--- src/rtl/mem_lsu.sv ---
// mem_lsu: MEM-stage load/store unit running each access as byte transactions on a byte-wide RAM port.
// Define LSU_ALIGN_CHECK_EN to reject misaligned halfword/word accesses through misalign_o.
module mem_lsu (
  input  logic        clk,
  input  logic        rst,
  input  logic [4:0]  wd_i,
  input  logic        wreg_i,
  input  logic [31:0] wdata_i,
  input  logic [7:0]  aluop_i,
  input  logic [31:0] mem_addr_i,
  input  logic        hold_i,
  input  logic        ram_grant_i,
  input  logic [7:0]  ram_din_i,
  output logic [31:0] ram_addr_o,
  output logic        ram_wr_o,
  output logic [7:0]  ram_dout_o,
  output logic        ram_req_o,
  output logic [4:0]  wd_o,
  output logic        wreg_o,
  output logic [31:0] wdata_o,
  output logic        stall_req_o
`ifdef LSU_ALIGN_CHECK_EN
  ,
  output logic        misalign_o
`endif
);

  // Op codes mirror the pipeline's defines.v encoding
  localparam logic [7:0] MEM_NOP = 8'h00;
  localparam logic [7:0] EX_LB   = 8'h20;
  localparam logic [7:0] EX_LH   = 8'h21;
  localparam logic [7:0] EX_LW   = 8'h22;
  localparam logic [7:0] EX_LBU  = 8'h24;
  localparam logic [7:0] EX_LHU  = 8'h25;
  localparam logic [7:0] EX_SB   = 8'h28;
  localparam logic [7:0] EX_SH   = 8'h29;
  localparam logic [7:0] EX_SW   = 8'h2b;

  typedef enum logic [1:0] {IDLE, ISSUE, DRAIN, DONE} state_t;

  state_t      state, state_n;
  logic [2:0]  k, k_n, k_eff, nbytes;
  logic        is_load, is_store, sext, mem_op;
  logic        issuing, last_byte, store_done, load_done;
  logic        cap_valid;
  logic [1:0]  cap_slot;
  logic [31:0] asm_word, word, load_result, res_q;
  logic [4:0]  wd_q;
  logic        wreg_q;

  always_comb begin
    is_load  = 1'b0;
    is_store = 1'b0;
    sext     = 1'b0;
    nbytes   = 3'd1;
    case (aluop_i)
      EX_LB:   begin is_load = 1'b1; sext = 1'b1; end
      EX_LBU:  is_load = 1'b1;
      EX_LH:   begin is_load = 1'b1; sext = 1'b1; nbytes = 3'd2; end
      EX_LHU:  begin is_load = 1'b1; nbytes = 3'd2; end
      EX_LW:   begin is_load = 1'b1; nbytes = 3'd4; end
      EX_SB:   is_store = 1'b1;
      EX_SH:   begin is_store = 1'b1; nbytes = 3'd2; end
      EX_SW:   begin is_store = 1'b1; nbytes = 3'd4; end
      MEM_NOP: ;
      default: ;
    endcase
  end

`ifdef LSU_ALIGN_CHECK_EN
  logic misaligned;
  assign misaligned = (nbytes == 3'd2 && mem_addr_i[0]) ||
                      (nbytes == 3'd4 && mem_addr_i[1:0] != 2'b00);
  assign misalign_o = (state == IDLE) && (is_load || is_store) && misaligned;
  assign mem_op     = (is_load || is_store) && !misaligned;
`else
  assign mem_op = is_load || is_store;
`endif

  // The first byte issues straight from IDLE so a granted SB never stalls
  assign issuing    = (state == IDLE && mem_op) || state == ISSUE;
  assign k_eff      = (state == ISSUE) ? k : 3'd0;
  assign last_byte  = (k_eff == nbytes - 3'd1);
  assign store_done = issuing && is_store && ram_grant_i && last_byte;
  assign load_done  = (state == DRAIN);

  // The final load byte is merged combinationally so the result is ready in the completion cycle
  always_comb begin
    word = asm_word;
    if (cap_valid) word[{cap_slot, 3'b000} +: 8] = ram_din_i;
    case (nbytes)
      3'd1:    load_result = sext ? {{24{word[7]}}, word[7:0]} : {24'd0, word[7:0]};
      3'd2:    load_result = sext ? {{16{word[15]}}, word[15:0]} : {16'd0, word[15:0]};
      default: load_result = word;
    endcase
  end

  always_comb begin
    state_n = state;
    k_n     = 3'd0;
    case (state)
      IDLE, ISSUE: begin
        if (issuing) begin
          state_n = ISSUE;
          if (ram_grant_i && last_byte)
            state_n = is_load ? DRAIN : (hold_i ? DONE : IDLE);
          else
            k_n = k_eff + {2'b00, ram_grant_i};
        end
      end
      DRAIN:   state_n = hold_i ? DONE : IDLE;
      DONE:    if (!hold_i) state_n = IDLE;
      default: state_n = IDLE;
    endcase
  end

  always_comb begin
    ram_req_o   = issuing;
    ram_wr_o    = issuing && is_store;
    ram_addr_o  = issuing ? mem_addr_i + {29'd0, k_eff} : 32'd0;
    ram_dout_o  = (issuing && is_store) ? wdata_i[{k_eff[1:0], 3'b000} +: 8] : 8'd0;
    stall_req_o = issuing && !store_done;
    wd_o        = 5'd0;
    wreg_o      = 1'b0;
    wdata_o     = 32'd0;
    case (state)
      DONE: begin
        wd_o    = wd_q;
        wreg_o  = wreg_q;
        wdata_o = res_q;
      end
      DRAIN: begin
        wd_o    = wd_i;
        wreg_o  = wreg_i;
        wdata_o = load_result;
      end
      default: begin
        if (!is_load && !is_store) begin
          wd_o    = wd_i;
          wreg_o  = wreg_i;
          wdata_o = wdata_i;
        end
      end
    endcase
  end

  always_ff @(posedge clk) begin
    if (!rst) begin
      state     <= IDLE;
      k         <= 3'd0;
      cap_valid <= 1'b0;
      cap_slot  <= 2'd0;
      asm_word  <= 32'd0;
      res_q     <= 32'd0;
      wd_q      <= 5'd0;
      wreg_q    <= 1'b0;
    end else begin
      state     <= state_n;
      k         <= k_n;
      cap_valid <= issuing && is_load && ram_grant_i;
      cap_slot  <= k_eff[1:0];
      if (cap_valid)
        asm_word[{cap_slot, 3'b000} +: 8] <= ram_din_i;
      else if (state == IDLE)
        asm_word <= 32'd0;
      if (load_done || store_done) begin
        res_q  <= is_load ? load_result : 32'd0;
        wd_q   <= is_load ? wd_i : 5'd0;
        wreg_q <= is_load && wreg_i;
      end
    end
  end

endmodule

--- config.mk ---
export PLATFORM = sky130hd
export DESIGN_NAME = mem_lsu
export DESIGN_NICKNAME = d
export VERILOG_FILES = /design/src/rtl/mem_lsu.sv
export SDC_FILE = /design/constraint.sdc
export NUM_CORES = 1
export LEC_CHECK = 0
export CORE_UTILIZATION = 43
export DETAILED_ROUTE_END_ITERATION = 6
export PLACE_DENSITY_LB_ADDON = 0.3
export SYNTH_ARGS = -nofsm -noshare
export SYNTH_HDL_FRONTEND = slang
export SYNTH_SLANG_ARGS = --single-unit
--- constraint.sdc ---
create_clock -name clk -period 3.05 [get_ports clk]
set_clock_uncertainty 0.05 [all_clocks]
set_input_delay 0.305 -clock clk [delete_from_list [all_inputs] [get_ports clk]]
set_output_delay 0.305 -clock clk [all_outputs]
set_load 0.02 [all_outputs]
==> results of run 1 <==
[per-stage QoR]
step                      setup slack (ps)  power, mW  hold WS [ps]  instance area (µm²)  instances
final                                 11.3       2.69           270                 8150       1102
after global routing                 -98.6       2.76           279                 8150       1102
after CTS                            -13.5       2.68           263                 8090       1099
after detailed placement              -598       1.55           398                 7770       1080
after global placement                -504       1.54           390                 7770       1080
after floorplan                      -92.4       1.25           381                 5450        720
[layer usage]
layer  up-vias  part of all wire  GRT usage
met4         0             0.028      0.111
met1      3149              0.42      0.393
li1       3009                 -          -
met3        56             0.082     0.0471
met5         -                 0          0
met2       397              0.47      0.512
[what timing repair did]
| action | 4_1_cts | 5_1_grt |
|---|---|---|
| pin swaps | 7 | 15 |
| buffers inserted | 2 | 2 |
| gates resized for setup | 210 | 61 |
| gates cloned | 1 | 1 |
| endpoints found under the setup margin | 71 | 58 |
[power by group through the flow]
stage	logic, mW	registers (mW)	clock network (mW)
6_report	0.491	1.02	1.18
5_1_grt	0.519	1.02	1.23
4_1_cts	0.482	1.02	1.18
3_5_place_dp	0.503	1.04	0
3_3_place_gp	0.493	1.04	0
2_1_floorplan	0.204	1.04	0
[layout make-up]
cell class	instances	share of cell area
inverter	16	0.00783
clock buffer	11	0.0298
timing repair buffer	255	0.274
clock inverter	5	0.00998
sequential	78	0.192
multi-input combinational	569	0.461
tap	168	0.0258
[flip-flops by register name, summed over array words and instances, names as in the netlist]
| name | cells |
|---|---|
| wreg_q | 1 |
| cap_valid | 1 |
| wd_q | 5 |
| res_q | 32 |
| cap_slot | 2 |
| asm_word | 32 |
| state | 2 |
| k | 3 |
[worst max-delay path, stage by stage (launching register included)]
cell and delay, ps:
sky130_fd_sc_hd__dfxtp_2 330, sky130_fd_sc_hd__inv_2 50, sky130_fd_sc_hd__ha_4 250, sky130_fd_sc_hd__nor4bb_4 290, sky130_fd_sc_hd__buf_4 160, sky130_fd_sc_hd__a22oi_1 100
sky130_fd_sc_hd__or3_4 410, sky130_fd_sc_hd__o21ai_1 190, sky130_fd_sc_hd__nor2_1 70, sky130_fd_sc_hd__o21ai_0 210, sky130_fd_sc_hd__clkdlybuf4s15_2 290
[cell usage after synthesis (14+ instances only)]
library cell | count | area, µm²
sky130_fd_sc_hd__a22oi_1 | 63 | 473
sky130_fd_sc_hd__dfxtp_1 | 78 | 1560
sky130_fd_sc_hd__xor2_1 | 14 | 123
sky130_fd_sc_hd__nand2b_1 | 25 | 156
sky130_fd_sc_hd__a221oi_1 | 17 | 149
sky130_fd_sc_hd__clkbuf_1 | 45 | 169
sky130_fd_sc_hd__inv_1 | 14 | 52.6
sky130_fd_sc_hd__and3_1 | 16 | 100
sky130_fd_sc_hd__nand2_1 | 107 | 402
sky130_fd_sc_hd__o21ai_0 | 61 | 305
sky130_fd_sc_hd__mux2i_1 | 38 | 380
sky130_fd_sc_hd__nor2_1 | 52 | 195
sky130_fd_sc_hd__nor2b_1 | 36 | 225
sky130_fd_sc_hd__a21oi_1 | 24 | 120
[kinds of logic (layout without fill, tap and decap cells)]
group / Yosys count / count (layout) / synth area share
fa+ha+maj: 10 / 10 / 0.0245
flops: 78 / 78 / 0.289
mux: 38 / 38 / 0.0704
xor+xnor: 23 / 23 / 0.0373
buf+inv: 73 / 287 / 0.0563
simple gates: 290 / 290 / 0.267
compound gates: 208 / 208 / 0.256
[worst max-delay path by stage]
stage	from	endpoint	slack, ps	depth (start not counted)
2_1_floorplan	cap_slot[0]	wdata_o[17]	-90	10
3_3_place_gp	aluop_i[4]	wdata_o[28]	-500	8
3_5_place_dp	aluop_i[4]	wdata_o[18]	-600	8
4_1_cts	cap_slot[0]	wdata_o[20]	-10	11
5_1_grt	cap_slot[0]	wdata_o[10]	-100	10
6_report	cap_slot[0]	wdata_o[10]	10	10
==> impl_summary.md, run 1 <==
Pwr
The internal portion of the total power is 2.00 mW. Summed over all nets, the switching power comes to a little under 0.7 mW. Of the total power, the share spent switching nets is 0.256. In this run the static leakage power is around 3.1 nW. The share of total power dissipated in sequential elements is 0.379. Of the total power, the clock network draws 0.438. VDD sags by at most 212 µV.

The portion of total power attributed to combinational logic is 0.183. The power per cell area is around 330 mW/mm².

Finish
The net count of the finished layout is around 1000. The area of the multi-input gates is between 0.003 and 0.004 mm². The count of antenna diodes in the layout is 0. Registers take between 0.0015 and 0.002 mm². For this run, the share of the core covered by cells in the final layout is 0.673.

Of the cells placed in the final design, the portion with a size suffix greater than 1 is 0.207. Fill cells in the final layout number between 1000 and 1500. The area added between synthesis and finish is 50.8%. In the layout the commonest cells are sky130_fd_sc_hd__nand2_1, sky130_fd_sc_hd__clkdlybuf4s50_1, sky130_fd_sc_hd__buf_4, sky130_fd_sc_hd__dfxtp_1, sky130_fd_sc_hd__a22oi_1.

Floorplan
The top-level port count is ~170. The die area is 0.0130 mm². The die is roughly 110 µm tall. The initial utilization of the core area, before any placement, comes to 0.446. The die extent in x is 114 µm. The total area inside the core boundary comes to between 0.01 and 0.015 mm². The initialized floorplan defines 40 standard-cell rows.

Timing
Setup repair after global routing could not meet its margin everywhere. The fmax is 329 MHz. In the finished design, the share of the clock period the worst path needs comes to 0.996. The final-report hold violation count came to 0. The final setup violation count is 0.

The final count of pins violating max slew is 0. The slew at the pin closest to its max-slew limit is 701 ps. The final critical path time including I/O delays and setup is around 3000 ps.

In this run the tightest slew margin relative to its limit is 0.533. The setup total negative slack is 0 ps.

Global route
Summed over all layers, the global routing overflow is 0. The number of antenna violations at the first check in global routing is 0. The number of global-route vias before repair is a little over 6000. Entering global routing, the biggest net connects 63 pins. The first global-routing pass estimated 31400 µm of wire. The global-route total usage across every layer is 0.304.

Logic synthesis
The share of async-settable or async-resettable flops after synthesis is 0. In this run, distinct cell masters in the synthesized netlist total 52. After technology mapping, the gate count stands at 720. In this run, synthesis inferred 0 flip-flops with an integrated enable. For this run, the leading register cell type out of synthesis is sky130_fd_sc_hd__dfxtp_1. During synthesis, Yosys emitted a total of 0 warnings. Counting flops and latches in the post-synthesis netlist gives 78. Summing every instance area after synthesis gives 0.00540 mm². The share of the Yosys chip area taken by registers is 0.289. When the netlist entered floorplanning its net count stood at a little over 800.

Dividing the synthesized area by the synthesized cell count gives roughly 7.5 µm².

Clock network
The clock slew at the register clock pins of the worst setup and hold paths is 60 ps. The number of buffers inserted for hold repair after clock tree synthesis is 0. The CTS tree is done. The longest clock path from root to sink contains 2 buffers. The total clock sinks is between 70 and 80. The insertion delay to the later sink of the worst-skew pair is ~340 ps. The maximum level of the CTS H-tree is 3. The buffer cell driving the clock tree root is sky130_fd_sc_hd__clkbuf_16. TritonCTS created 9 clock buffers.

Status
The flow ran to the end, and the final reports show no timing, DRC or antenna violations.

Worst hold path
The worst hold path passes through 2 cells. The hold-critical path endpoint is asm_word[15]. In this run the most critical hold path is launched from rst. In this run the worst hold path is classified as in -> reg.

Setup path
The startpoint identified for the worst register-to-register timing path is state[0]. The sort of element at the start of the critical path is a flop. Data on the critical path arrives at its endpoint at 2680 ps. The kind of end point of the critical path is an output port. The top fanout value on the critical path is 8. The setup path with the least slack is of type reg -> out. The number of cells on the worst reg-to-reg path is 9. The worst setup slack for register-to-register paths is roughly 800 ps.

The capturing point of the worst reg2reg path is wreg_q. At the worst endpoint, the required time is 2690 ps.

Detailed routing
The total DRC errors in the routed layout is 0. Dividing the detail-routed wire length by the instance count gives roughly 18 µm. The first routing iteration left 674 violations. The first detailed-routing pass ran for 6 iterations. The detail route stage leaves a number of antenna-violating nets equal to 0. The routed via count divided by cell count is about 6. The routed wire length is around 20000 µm.

The via total after detailed routing is around 6600.

Place
The congestion estimate from routability-driven global placement came to 0.898. The post-detailed-placement half-perimeter wirelength is about 15000 µm. Port buffering added 170 buffers.

Flow run
Max-cap violations in this run came to 0.
Note: power is estimated with default switching activity, not from simulation.
==> run 2: changes to the inputs <==
- CORE_ASPECT_RATIO: unset -> 0.5
- CORE_UTILIZATION: 43 -> 48
- clock period: 3.05 -> 3.1 ns (I/O delays scaled with it)
==> impl_summary.md, run 2 (synthesis gave the netlist of run 1 again) <==
Setup path
The signal on the critical path passes through inv_2 > ha_4 > buf_4 > nand3b_1 > o211a_1 > o31a_1 > or3_4 > buf_8 > o21ai_0 > buf_2. In this run the worst setup path begins at cap_slot[1]. The count of buffer and inverter cells on the critical path is 4. The depth of the most critical reg-to-reg path is 12. The kind of end point of the critical path is an output port. The worst setup slack for register-to-register paths is roughly 730 ps.

The kind of critical path is reg -> out. The delay of the slowest cell on the worst path is approximately 450 ps. The start of the worst register-to-register path is cap_slot[1].

The endpoint identified for the worst register-to-register timing path is res_q[24]. The slowest stage of the critical path belongs to the cell sky130_fd_sc_hd__or3_4. The kind of cell with the highest combined delay on the critical path is compound AO/OA/AOI/OAI gates.

The endpoint arrival time on the critical path is approximately 2700 ps. The critical path data required time is about 2700 ps. The top fanout value on the critical path is 5. The worst setup path is launched from a flop.

Worst hold path
The startpoint identified for the worst hold timing path is res_q[13]. The min-delay analysis places its worst path in the category reg -> reg. Counting instances, the worst hold path has a depth of 2.

The hold-critical path endpoint is res_q[13].

Detailed routing
The count of nets left with antenna violations after detail routing is 0. The first detailed-routing pass took 7 iterations. The starting DRC count in detailed routing is about 640. The routed layout has ~6500 vias. The routed design has roughly 20000 µm of wire. The total DRC errors in the routed layout is 16. The routed via count divided by cell count is 6.04. In the final routed layout, each cell accounts on average for 18.6 µm.

Timing
Subtracting the final worst setup slack from the clock period gives between 3000 and 4000 ps. Dividing the final minimum period by the clock period gives 0.978. Setup repair after global routing could not meet its margin everywhere. The final count of pins violating max slew came to 0. Setup slack on the critical path of the routed design comes to around 67 ps. Headroom to the max-slew limit came out at 0.497. Setup violations remaining at the end of the flow were counted as 0. The post-route worst hold slack is around 410 ps. The slew at the pin closest to its max-slew limit is about 760 ps. The setup total negative slack is 0 ps. The final-report hold violation count is 0. The fmax is 330 MHz.

Finish
The final cell utilization of the core is 0.768. The repair_antennas step left the layout with diodes totalling 0. Leaving out fill and tap cells, the most frequent cell in the layout is sky130_fd_sc_hd__nand2_1.

In the final layout, the share of cells above drive strength 1 is 0.210. In the final layout, the registers with the most flip-flops are asm_word (32), res_q (32), wd_q (5). The number of nets at the end of the flow is ~1000. The area added between synthesis and finish is 50.2%. In the layout the commonest cells are sky130_fd_sc_hd__nand2_1, sky130_fd_sc_hd__clkdlybuf4s50_1, sky130_fd_sc_hd__buf_4, sky130_fd_sc_hd__dfxtp_1, sky130_fd_sc_hd__a22oi_1.

Clock network
The number of buffers inserted for hold repair after clock tree synthesis is 0. After clock tree synthesis, the clock-pin slew on the worst setup and hold paths is ~60 ps. The maximum buffer depth of the clock tree is 2.

The maximum level of the CTS H-tree is 3. The total clock sinks is 78. The number of buffers created by CTS is 9. TritonCTS built the clock tree. In this run the clock root is driven by a sky130_fd_sc_hd__clkbuf_16.

The insertion delay to the later sink of the worst-skew pair is ~340 ps.

Global route
Entering global routing, the biggest net connects 76 pins. The number of global-route vias before repair is 6350. In the global route stage, overall resource usage came out at 0.337. The wire length of the first global-routing pass is 31300 µm. The number of antenna violations at the first check in global routing came to 0. For this run the aggregate overflow at the end of global routing stands at 0.

Floorplan
The area of the core is between 0.01 and 0.015 mm². In this run the count of I/O pins placed on the die edge is 171. The initial core utilization is 0.511. The die is between 150 and 200 µm wide. The number of cell rows is 26.

The floorplan step defined a die boundary enclosing 0.0117 mm². In this run the vertical extent of the chip is a little under 80 µm.

Pwr
After layout, the design draws a total of approximately 2.6 mW. The power per cell area is ~320 mW/mm². The peak supply drop is between 200 and 250 µV. The analysis attributes to cell leakage a power of 3.13 nW.

Flow run
The number of max-capacitance violations reported is 0.

Status
The final reports fail on design-rule violations. The flow ran to the end, but the final reports show violations.

Place
After legalization and detailed placement, the total HPWL measured approximately 14000 µm. The placer congestion estimate is 0.900. The post-placement worst setup slack is -542 ps. The total of buffers placed on input and output ports is 170.
-- run 2: where the power goes --
group	total, mW	switching, mW	internal [mW]
Combinational	0.489	0.251	0.238
Clock	1.08	0.437	0.646
Sequential	1.00	0.000406	1.00
-- run 2: worst max path at each step --
stage	endpoint	slack, ps	cells after the start
2_1_floorplan	wdata_o[17]	-50	10
3_3_place_gp	wdata_o[18]	-500	8
3_5_place_dp	wdata_o[18]	-540	8
4_1_cts	wdata_o[28]	-30	8
5_1_grt	wdata_o[24]	-20	10
6_report	wdata_o[24]	70	10
-- run 2: what timing repair did --
item | 4_1_cts | 5_1_grt
gates resized for setup | 192 | 89
setup endpoints to repair | 61 | 65
cloned | 0 | 1
pin swaps | 0 | 7
buffers inserted | 0 | 5
-- run 2: routing by layer --
| layer | vias to the layer above | track usage | wire, µm |
|---|---|---|---|
| li1 | 3011 | - | - |
| met1 | 3081 | 0.396 | 8040 |
| met2 | 373 | 0.597 | 9510 |
| met3 | 49 | 0.0848 | 2080 |
| met4 | 0 | 0.123 | 482 |
| met5 | - | 0 | 0 |
-- run 2: area by class of cell --
type | instances | area (µm²)
clock buffers | 11 | 243
well taps | 140 | 175
flip-flops and latches | 78 | 1560
multi-input cells | 569 | 3720
fillers | 762 | 2450
clock inverters | 5 | 58.8
inverters | 16 | 62.6
repair buffers | 260 | 2290
-- run 2: tightest hold or removal path, delay by kind of cell, from the launching register on --
kind	cells	cell delay, ps
flip-flops	1	310
multiplexers	1	50
AND/OR/NAND/NOR	1	50
-- run 2: per-stage QoR --
stage	instance area (µm²)	instances
finish	8120	1079
global placement	7790	1057
CTS	8020	1073
floorplan	5450	720
detailed placement	7790	1057
global route	8120	1079
